==> config.mk <==
export PLATFORM = sky130hd
export DESIGN_NAME = sram_sdram_bridge
export DESIGN_NICKNAME = d
export VERILOG_FILES = /design/src/rtl/sram_sdram_bridge.sv
export SDC_FILE = /design/constraint.sdc
export NUM_CORES = 1
export LEC_CHECK = 0
export BUFFER_PORTS_ARGS = -buffer_cell sky130_fd_sc_hd__buf_4
export CORE_ASPECT_RATIO = 0.5
export CORE_MARGIN = 1
export CORE_UTILIZATION = 56
export CTS_BUF_LIST = sky130_fd_sc_hd__clkbuf_8
export DETAILED_ROUTE_END_ITERATION = 12
export PLACE_DENSITY = 0.9
export SYNTH_ARGS = -nofsm -noshare
export SYNTH_HDL_FRONTEND = slang
export SYNTH_SLANG_ARGS = --single-unit
==> constraint.sdc <==
create_clock -name clk_sys -period 2.2 [get_ports clk_sys]
set_input_delay 0.44 -clock clk_sys [delete_from_list [all_inputs] [get_ports clk_sys]]
set_output_delay 0.44 -clock clk_sys [all_outputs]
set_load 0.05 [all_outputs]
==> src/rtl/sram_sdram_bridge.sv <==
// Bridges an asynchronous SRAM-style core bus onto a single-cycle SDRAM request port.
// ROM download writes take priority over core traffic.
module sram_sdram_bridge #(
    parameter int SYNC_STAGES = 2,
    parameter int TIMEOUT     = 255
) (
    input  logic        clk_sys,
    input  logic        reset_n,
    input  logic [22:0] sram_addr,
    input  logic [7:0]  sram_din,
    input  logic        sram_ce_n,
    input  logic        sram_oe_n,
    input  logic        sram_we_n,
    output logic [7:0]  sram_q,
    output logic        sram_rdy,
    input  logic        ioctl_download,
    input  logic        ioctl_wr,
    input  logic [22:0] ioctl_addr,
    input  logic [7:0]  ioctl_data,
    output logic [22:0] sd_addr,
    output logic [7:0]  sd_din,
    output logic        sd_rd,
    output logic        sd_we,
    input  logic [7:0]  sd_dout,
    input  logic        sd_ready,
    output logic        err
);

    localparam logic [1:0] ST_IDLE   = 2'd0;
    localparam logic [1:0] ST_WR_REQ = 2'd1;
    localparam logic [1:0] ST_RD_REQ = 2'd2;
    localparam logic [1:0] ST_WAIT   = 2'd3;

    localparam logic [7:0] TMO_LAST = 8'(TIMEOUT - 1);

    logic [SYNC_STAGES-1:0] ce_sync_q, oe_sync_q, we_sync_q;
    logic                   oe_prev_q, we_prev_q;
    logic                   s_ce, s_oe, s_we, det_wr, det_rd;

    logic [1:0]  state_q, state_d;
    logic [7:0]  cnt_q, cnt_d;
    logic        core_pend_q, core_pend_d, core_wr_q, core_wr_d;
    logic [22:0] core_addr_q, core_addr_d;
    logic [7:0]  core_din_q, core_din_d;
    logic        dl_pend_q, dl_pend_d;
    logic [22:0] dl_addr_q, dl_addr_d;
    logic [7:0]  dl_data_q, dl_data_d;
    logic        cur_dl_q, cur_dl_d, cur_rd_q, cur_rd_d;
    logic [7:0]  q_q, q_d;
    logic        rdy_q, rdy_d, err_q, err_d, done;
    logic        sd_rd_q, sd_rd_d, sd_we_q, sd_we_d;
    logic [22:0] sd_addr_q, sd_addr_d;
    logic [7:0]  sd_din_q, sd_din_d;

    assign s_ce = ce_sync_q[SYNC_STAGES-1];
    assign s_oe = oe_sync_q[SYNC_STAGES-1];
    assign s_we = we_sync_q[SYNC_STAGES-1];

    // A write edge masks a read edge in the same cycle because det_rd requires s_we high.
    assign det_wr = we_prev_q & ~s_we & ~s_ce;
    assign det_rd = oe_prev_q & ~s_oe & ~s_ce & s_we;

    always_comb begin
        state_d     = state_q;
        cnt_d       = cnt_q;
        core_pend_d = core_pend_q;
        core_wr_d   = core_wr_q;
        core_addr_d = core_addr_q;
        core_din_d  = core_din_q;
        dl_pend_d   = dl_pend_q;
        dl_addr_d   = dl_addr_q;
        dl_data_d   = dl_data_q;
        cur_dl_d    = cur_dl_q;
        cur_rd_d    = cur_rd_q;
        q_d         = q_q;
        rdy_d       = rdy_q;
        err_d       = err_q;
        sd_addr_d   = sd_addr_q;
        sd_din_d    = sd_din_q;
        sd_rd_d     = 1'b0;
        sd_we_d     = 1'b0;
        done        = 1'b0;

        case (state_q)
            ST_IDLE: begin
                if (dl_pend_q) begin
                    sd_addr_d = dl_addr_q;
                    sd_din_d  = dl_data_q;
                    cur_dl_d  = 1'b1;
                    cur_rd_d  = 1'b0;
                    sd_we_d   = 1'b1;
                    state_d   = ST_WR_REQ;
                end else if (core_pend_q && !ioctl_download) begin
                    sd_addr_d   = core_addr_q;
                    sd_din_d    = core_din_q;
                    cur_dl_d    = 1'b0;
                    cur_rd_d    = ~core_wr_q;
                    core_pend_d = 1'b0;
                    sd_we_d     = core_wr_q;
                    sd_rd_d     = ~core_wr_q;
                    state_d     = core_wr_q ? ST_WR_REQ : ST_RD_REQ;
                end
            end
            ST_WR_REQ, ST_RD_REQ: begin
                cnt_d   = '0;
                state_d = ST_WAIT;
            end
            default: begin
                cnt_d = cnt_q + 8'd1;
                // cnt_q == 0 marks the controller-latency cycle where sd_ready is stale.
                if (cnt_q != 8'd0 && sd_ready) begin
                    if (cur_rd_q) q_d = sd_dout;
                    done = 1'b1;
                end else if (cnt_q == TMO_LAST) begin
                    err_d = 1'b1;
                    done  = 1'b1;
                end
                if (done) begin
                    state_d = ST_IDLE;
                    if (cur_dl_q) dl_pend_d = 1'b0;
                    else if (!core_pend_q) rdy_d = 1'b1;
                end
            end
        endcase

        if (ioctl_download && ioctl_wr) begin
            dl_pend_d = 1'b1;
            dl_addr_d = ioctl_addr;
            dl_data_d = ioctl_data;
        end

        if (det_wr || det_rd) begin
            core_pend_d = 1'b1;
            core_wr_d   = det_wr;
            core_addr_d = sram_addr;
            core_din_d  = sram_din;
            rdy_d       = 1'b0;
        end
    end

    always_ff @(posedge clk_sys or negedge reset_n) begin
        if (!reset_n) begin
            ce_sync_q   <= '1;
            oe_sync_q   <= '1;
            we_sync_q   <= '1;
            oe_prev_q   <= 1'b1;
            we_prev_q   <= 1'b1;
            state_q     <= ST_IDLE;
            cnt_q       <= '0;
            core_pend_q <= 1'b0;
            core_wr_q   <= 1'b0;
            core_addr_q <= '0;
            core_din_q  <= '0;
            dl_pend_q   <= 1'b0;
            dl_addr_q   <= '0;
            dl_data_q   <= '0;
            cur_dl_q    <= 1'b0;
            cur_rd_q    <= 1'b0;
            q_q         <= '0;
            rdy_q       <= 1'b1;
            err_q       <= 1'b0;
            sd_rd_q     <= 1'b0;
            sd_we_q     <= 1'b0;
            sd_addr_q   <= '0;
            sd_din_q    <= '0;
        end else begin
            ce_sync_q   <= {ce_sync_q[SYNC_STAGES-2:0], sram_ce_n};
            oe_sync_q   <= {oe_sync_q[SYNC_STAGES-2:0], sram_oe_n};
            we_sync_q   <= {we_sync_q[SYNC_STAGES-2:0], sram_we_n};
            oe_prev_q   <= s_oe;
            we_prev_q   <= s_we;
            state_q     <= state_d;
            cnt_q       <= cnt_d;
            core_pend_q <= core_pend_d;
            core_wr_q   <= core_wr_d;
            core_addr_q <= core_addr_d;
            core_din_q  <= core_din_d;
            dl_pend_q   <= dl_pend_d;
            dl_addr_q   <= dl_addr_d;
            dl_data_q   <= dl_data_d;
            cur_dl_q    <= cur_dl_d;
            cur_rd_q    <= cur_rd_d;
            q_q         <= q_d;
            rdy_q       <= rdy_d;
            err_q       <= err_d;
            sd_rd_q     <= sd_rd_d;
            sd_we_q     <= sd_we_d;
            sd_addr_q   <= sd_addr_d;
            sd_din_q    <= sd_din_d;
        end
    end

    assign sram_q   = q_q;
    assign sram_rdy = rdy_q;
    assign sd_addr  = sd_addr_q;
    assign sd_din   = sd_din_q;
    assign sd_rd    = sd_rd_q;
    assign sd_we    = sd_we_q;
    assign err      = err_q;

endmodule
==> results.toml <==
[outcome]
violations = "design-rule violations"
status = "finished, violations left"

[final_layout]
syn_to_final_growth_pct = 29.2
final_nets = 609
nFillCells = 588
seqCellArea_mm2 = 0.00322
stdcell_area_mm2 = 0.00678
antennaDiodeCount = 0
drive_gt1_frac = 0.451
multi_input_area_mm2 = 0.00191

[timing]
final-hold-violation-count = 0
timing.final.crit_share = 0.944
finalCriticalPeriod_ns = 2.08
rsz0062_at_grt = "no"
drv_slew = 0
final.setup.tns_ns = 0
relSlewSlack = 0.591
clock_skew_ns = 0.00998
setup_viol = 0
clock.fmax_mhz = 482
worstMarginPinSlew_ns = 0.612

[critical_path]
critPathRequiredTime_ns = 2.53
cp-start-kind = "flop"
crit_path_max_incr_delay_ns = 0.51
crit_fanout = 8
worstPathCellList = "inv_1 -> ha_1 -> nor4b_4 -> a21boi_2 -> and3_1 -> mux2_4"
path_class = "reg -> reg"
cp_top_family = "simple AND/OR/NAND/NOR gates"
arrival_ns = 2.40
slowest_stage = "and3_1"
path_buf_inv = 1
endpoint_kind = "flop"

[clock_network]
clock-sinks = 128
cts_made_buffers = 17
cts_root_buf = "clkbuf_8"
htree_levels = 4
cts_resized = 0
cts_tree = "done"
clockBufferDepth = 2
worstSkewPairLatency_ns = 0.44
clkTransAtPathRegs_ns = 0.07

[synth]
syn_inst = 399
synth_top_family_by_area = "multiplexers"
synth_area_mm2 = 0.00525
yosysWarnings = 0
avgSynthCellArea_um2 = 13.2
yosys.area_share.simple = 0.0682
yosys.cell_types.count = 40
synth_fa_ha_area_frac = 0.0119
synth_seq_cells = 128
synth_xor_area_frac = 0.00500
muxShareOfSynthArea = 0.215
yosysSeqAreaShare = 0.612
syn_nets = 482
synth_compound_area_frac = 0.0605

[drt]
via_count = 3542
wl_met2_mm = 5.77
drc_errors = 8
wl_per_cell_um = 17.1
wirelength_mm = 11.2
vias_per_cell = 5.40
m1WireLength_mm = 4.79
antenna_left = 0
met3_length_um = 497
first_iter_violations = 170
dr.pass1.iters = 8
top_layer = "met4"

[grt]
overflow = 0
grt_start_max_net_pins = 56
grt_pass1_vias = 3648
grt_pass1_wl_mm = 18.3
antenna_found_initial = 0
grt_use_total = 0.250

[job]
cap_violations = 0

[pwr]
powerDensity_mw_per_mm2 = 1340
power_leakage_nw = 3.34
vdd_ir_drop_max_mv = 0.608
power_mw = 9.10

[floorplanning]
dieWidth_um = 139
core_area_mm2 = 0.00889
die_y_um = 70.5
rows = 24
io_pins = 121
die_area_mm2 = 0.00979
start_util = 0.591

[placement]
numPortBuffers = 120
placed_cell_area_mm2 = 0.00633
dp_hpwl_mm = 7.43
place.gp.congestion = 0.793

[min_path]
min_path_type = "in -> reg"
==> cells by family (layout without fill, tap and decap cells) <==
family / Yosys count / count (layout)
AO/OA/AOI/OAI: 56 / 56
buffers and inverters: 31 / 171
multiplexers: 101 / 101
AND/OR/NAND/NOR: 75 / 75
flip-flops: 128 / 128
adder cells (fa/ha/maj): 5 / 5
XOR/XNOR: 3 / 3
==> synthesized netlist by cell type, drive strengths merged <==
cell | number | area [um^2]
o32ai | 1 | 8.76
and4b | 1 | 10.0
xnor2 | 2 | 17.5
a21boi | 1 | 11.3
nand3 | 4 | 20.0
o22ai | 1 | 6.26
o2bb2ai | 1 | 8.76
ha | 5 | 62.6
nand2b | 5 | 31.3
o21a | 1 | 7.51
and3 | 1 | 6.26
dfrtp | 119 | 2980
a21o | 1 | 7.51
inv | 11 | 41.3
nand2 | 45 | 169
or2 | 1 | 6.26
nor4b | 1 | 23.8
a22o | 1 | 8.76
or3 | 1 | 6.26
a21oi | 6 | 33.8
buf | 14 | 78.8
nor2 | 6 | 22.5
a2bb2oi | 1 | 8.76
nor2b | 2 | 12.5
a41oi | 1 | 8.76
clkbuf | 6 | 22.5
or4b | 1 | 10.0
nor3 | 4 | 20.0
nand3b | 1 | 7.51
dfstp | 9 | 236
mux2i | 31 | 310
xor2 | 1 | 8.76
o21bai | 1 | 7.51
o21ai | 40 | 200
mux2 | 70 | 818
nor4 | 2 | 12.5
==> layout by cell type (no fill, tap or decap), types with 3 or more instances in the layout <==
cell | synthesis | final
mux2i_1 | 31 | 31
buf_12 | 0 | 5
clkinvlp_4 | 0 | 3
dfstp_2 | 9 | 9
dfrtp_1 | 119 | 118
nand3_1 | 4 | 4
mux2_2 | 62 | 62
nand2b_1 | 5 | 5
o21ai_0 | 40 | 39
inv_1 | 11 | 13
clkinv_2 | 0 | 3
clkbuf_8 | 0 | 20
bufinv_16 | 0 | 4
buf_4 | 0 | 122
mux2_4 | 8 | 8
ha_1 | 5 | 5
nor3_1 | 4 | 4
nand2_1 | 45 | 45
a21oi_1 | 5 | 5
nor2_1 | 6 | 6
==> stage by stage <==
stage	instances	hold WS [ns]	setup slack, ns	utilization
after floorplan	399	0.144	0.531	-
after global placement	623	0.345	0.299	0.712
after detailed placement	623	0.347	0.156	0.712
after CTS	656	0.0918	0.118	0.763
after global routing	656	0.0900	0.0173	0.763
final	656	0.111	0.123	0.763
==> per-layer routing <==
metal,GRT usage,vias to the layer above
li1,-,1639
met1,0.309,1786
met2,0.428,102
met3,0.0652,15
met4,0.0951,0
met5,0,-
==> sequential cells by signal (all words and copies together), names as in the netlist, 2 cells and up <==
register,cells
core_addr_q,23
dl_addr_q,23
sd_addr,23
cnt_q,8
core_din_q,8
dl_data_q,8
sd_din,8
sram_q,8
ce_sync_q,2
oe_sync_q,2
state_q,2
we_sync_q,2
==> final cells by class <==
| class | instances | share of cell area |
|---|---|---|
| clock buffers | 20 | 0.0406 |
| clock inverters | 12 | 0.0244 |
| inverters | 11 | 0.00609 |
| multi-input cells | 240 | 0.282 |
| flip-flops and latches | 128 | 0.474 |
| well taps | 117 | 0.0216 |
| repair buffers | 128 | 0.151 |
==> report_power, final <==
group          internal [mW]  leakage (nW)  switching, mW
Sequential              2.97          1.55          0.427
Combinational           1.29          1.57           2.19
Clock                   1.31         0.223          0.906
Total                   5.57          3.34           3.52
==> final timing paths <==
kind,start,endpoint,slack (ns),cells after the start
min in group asynchronous,reset_n,dl_addr_q[3],0.53,2
hold / removal,sram_ce_n,ce_sync_q[0],0.11,1
max in group asynchronous,reset_n,we_prev_q,0.96,3
setup / recovery,cnt_q[0],sram_q[6],0.12,6
hold reg to reg,oe_sync_q[0],oe_sync_q[1],0.36,0
setup reg to reg,cnt_q[0],sram_q[6],0.12,6
==> timing repair <==
item                                    in CTS  in global routing
hold buffers                                 1                  0
endpoints found under the setup margin       0                  0
endpoints found under the hold margin       36                  0
setup buffers                                0                  0
(Power assumes the default switching activity.)
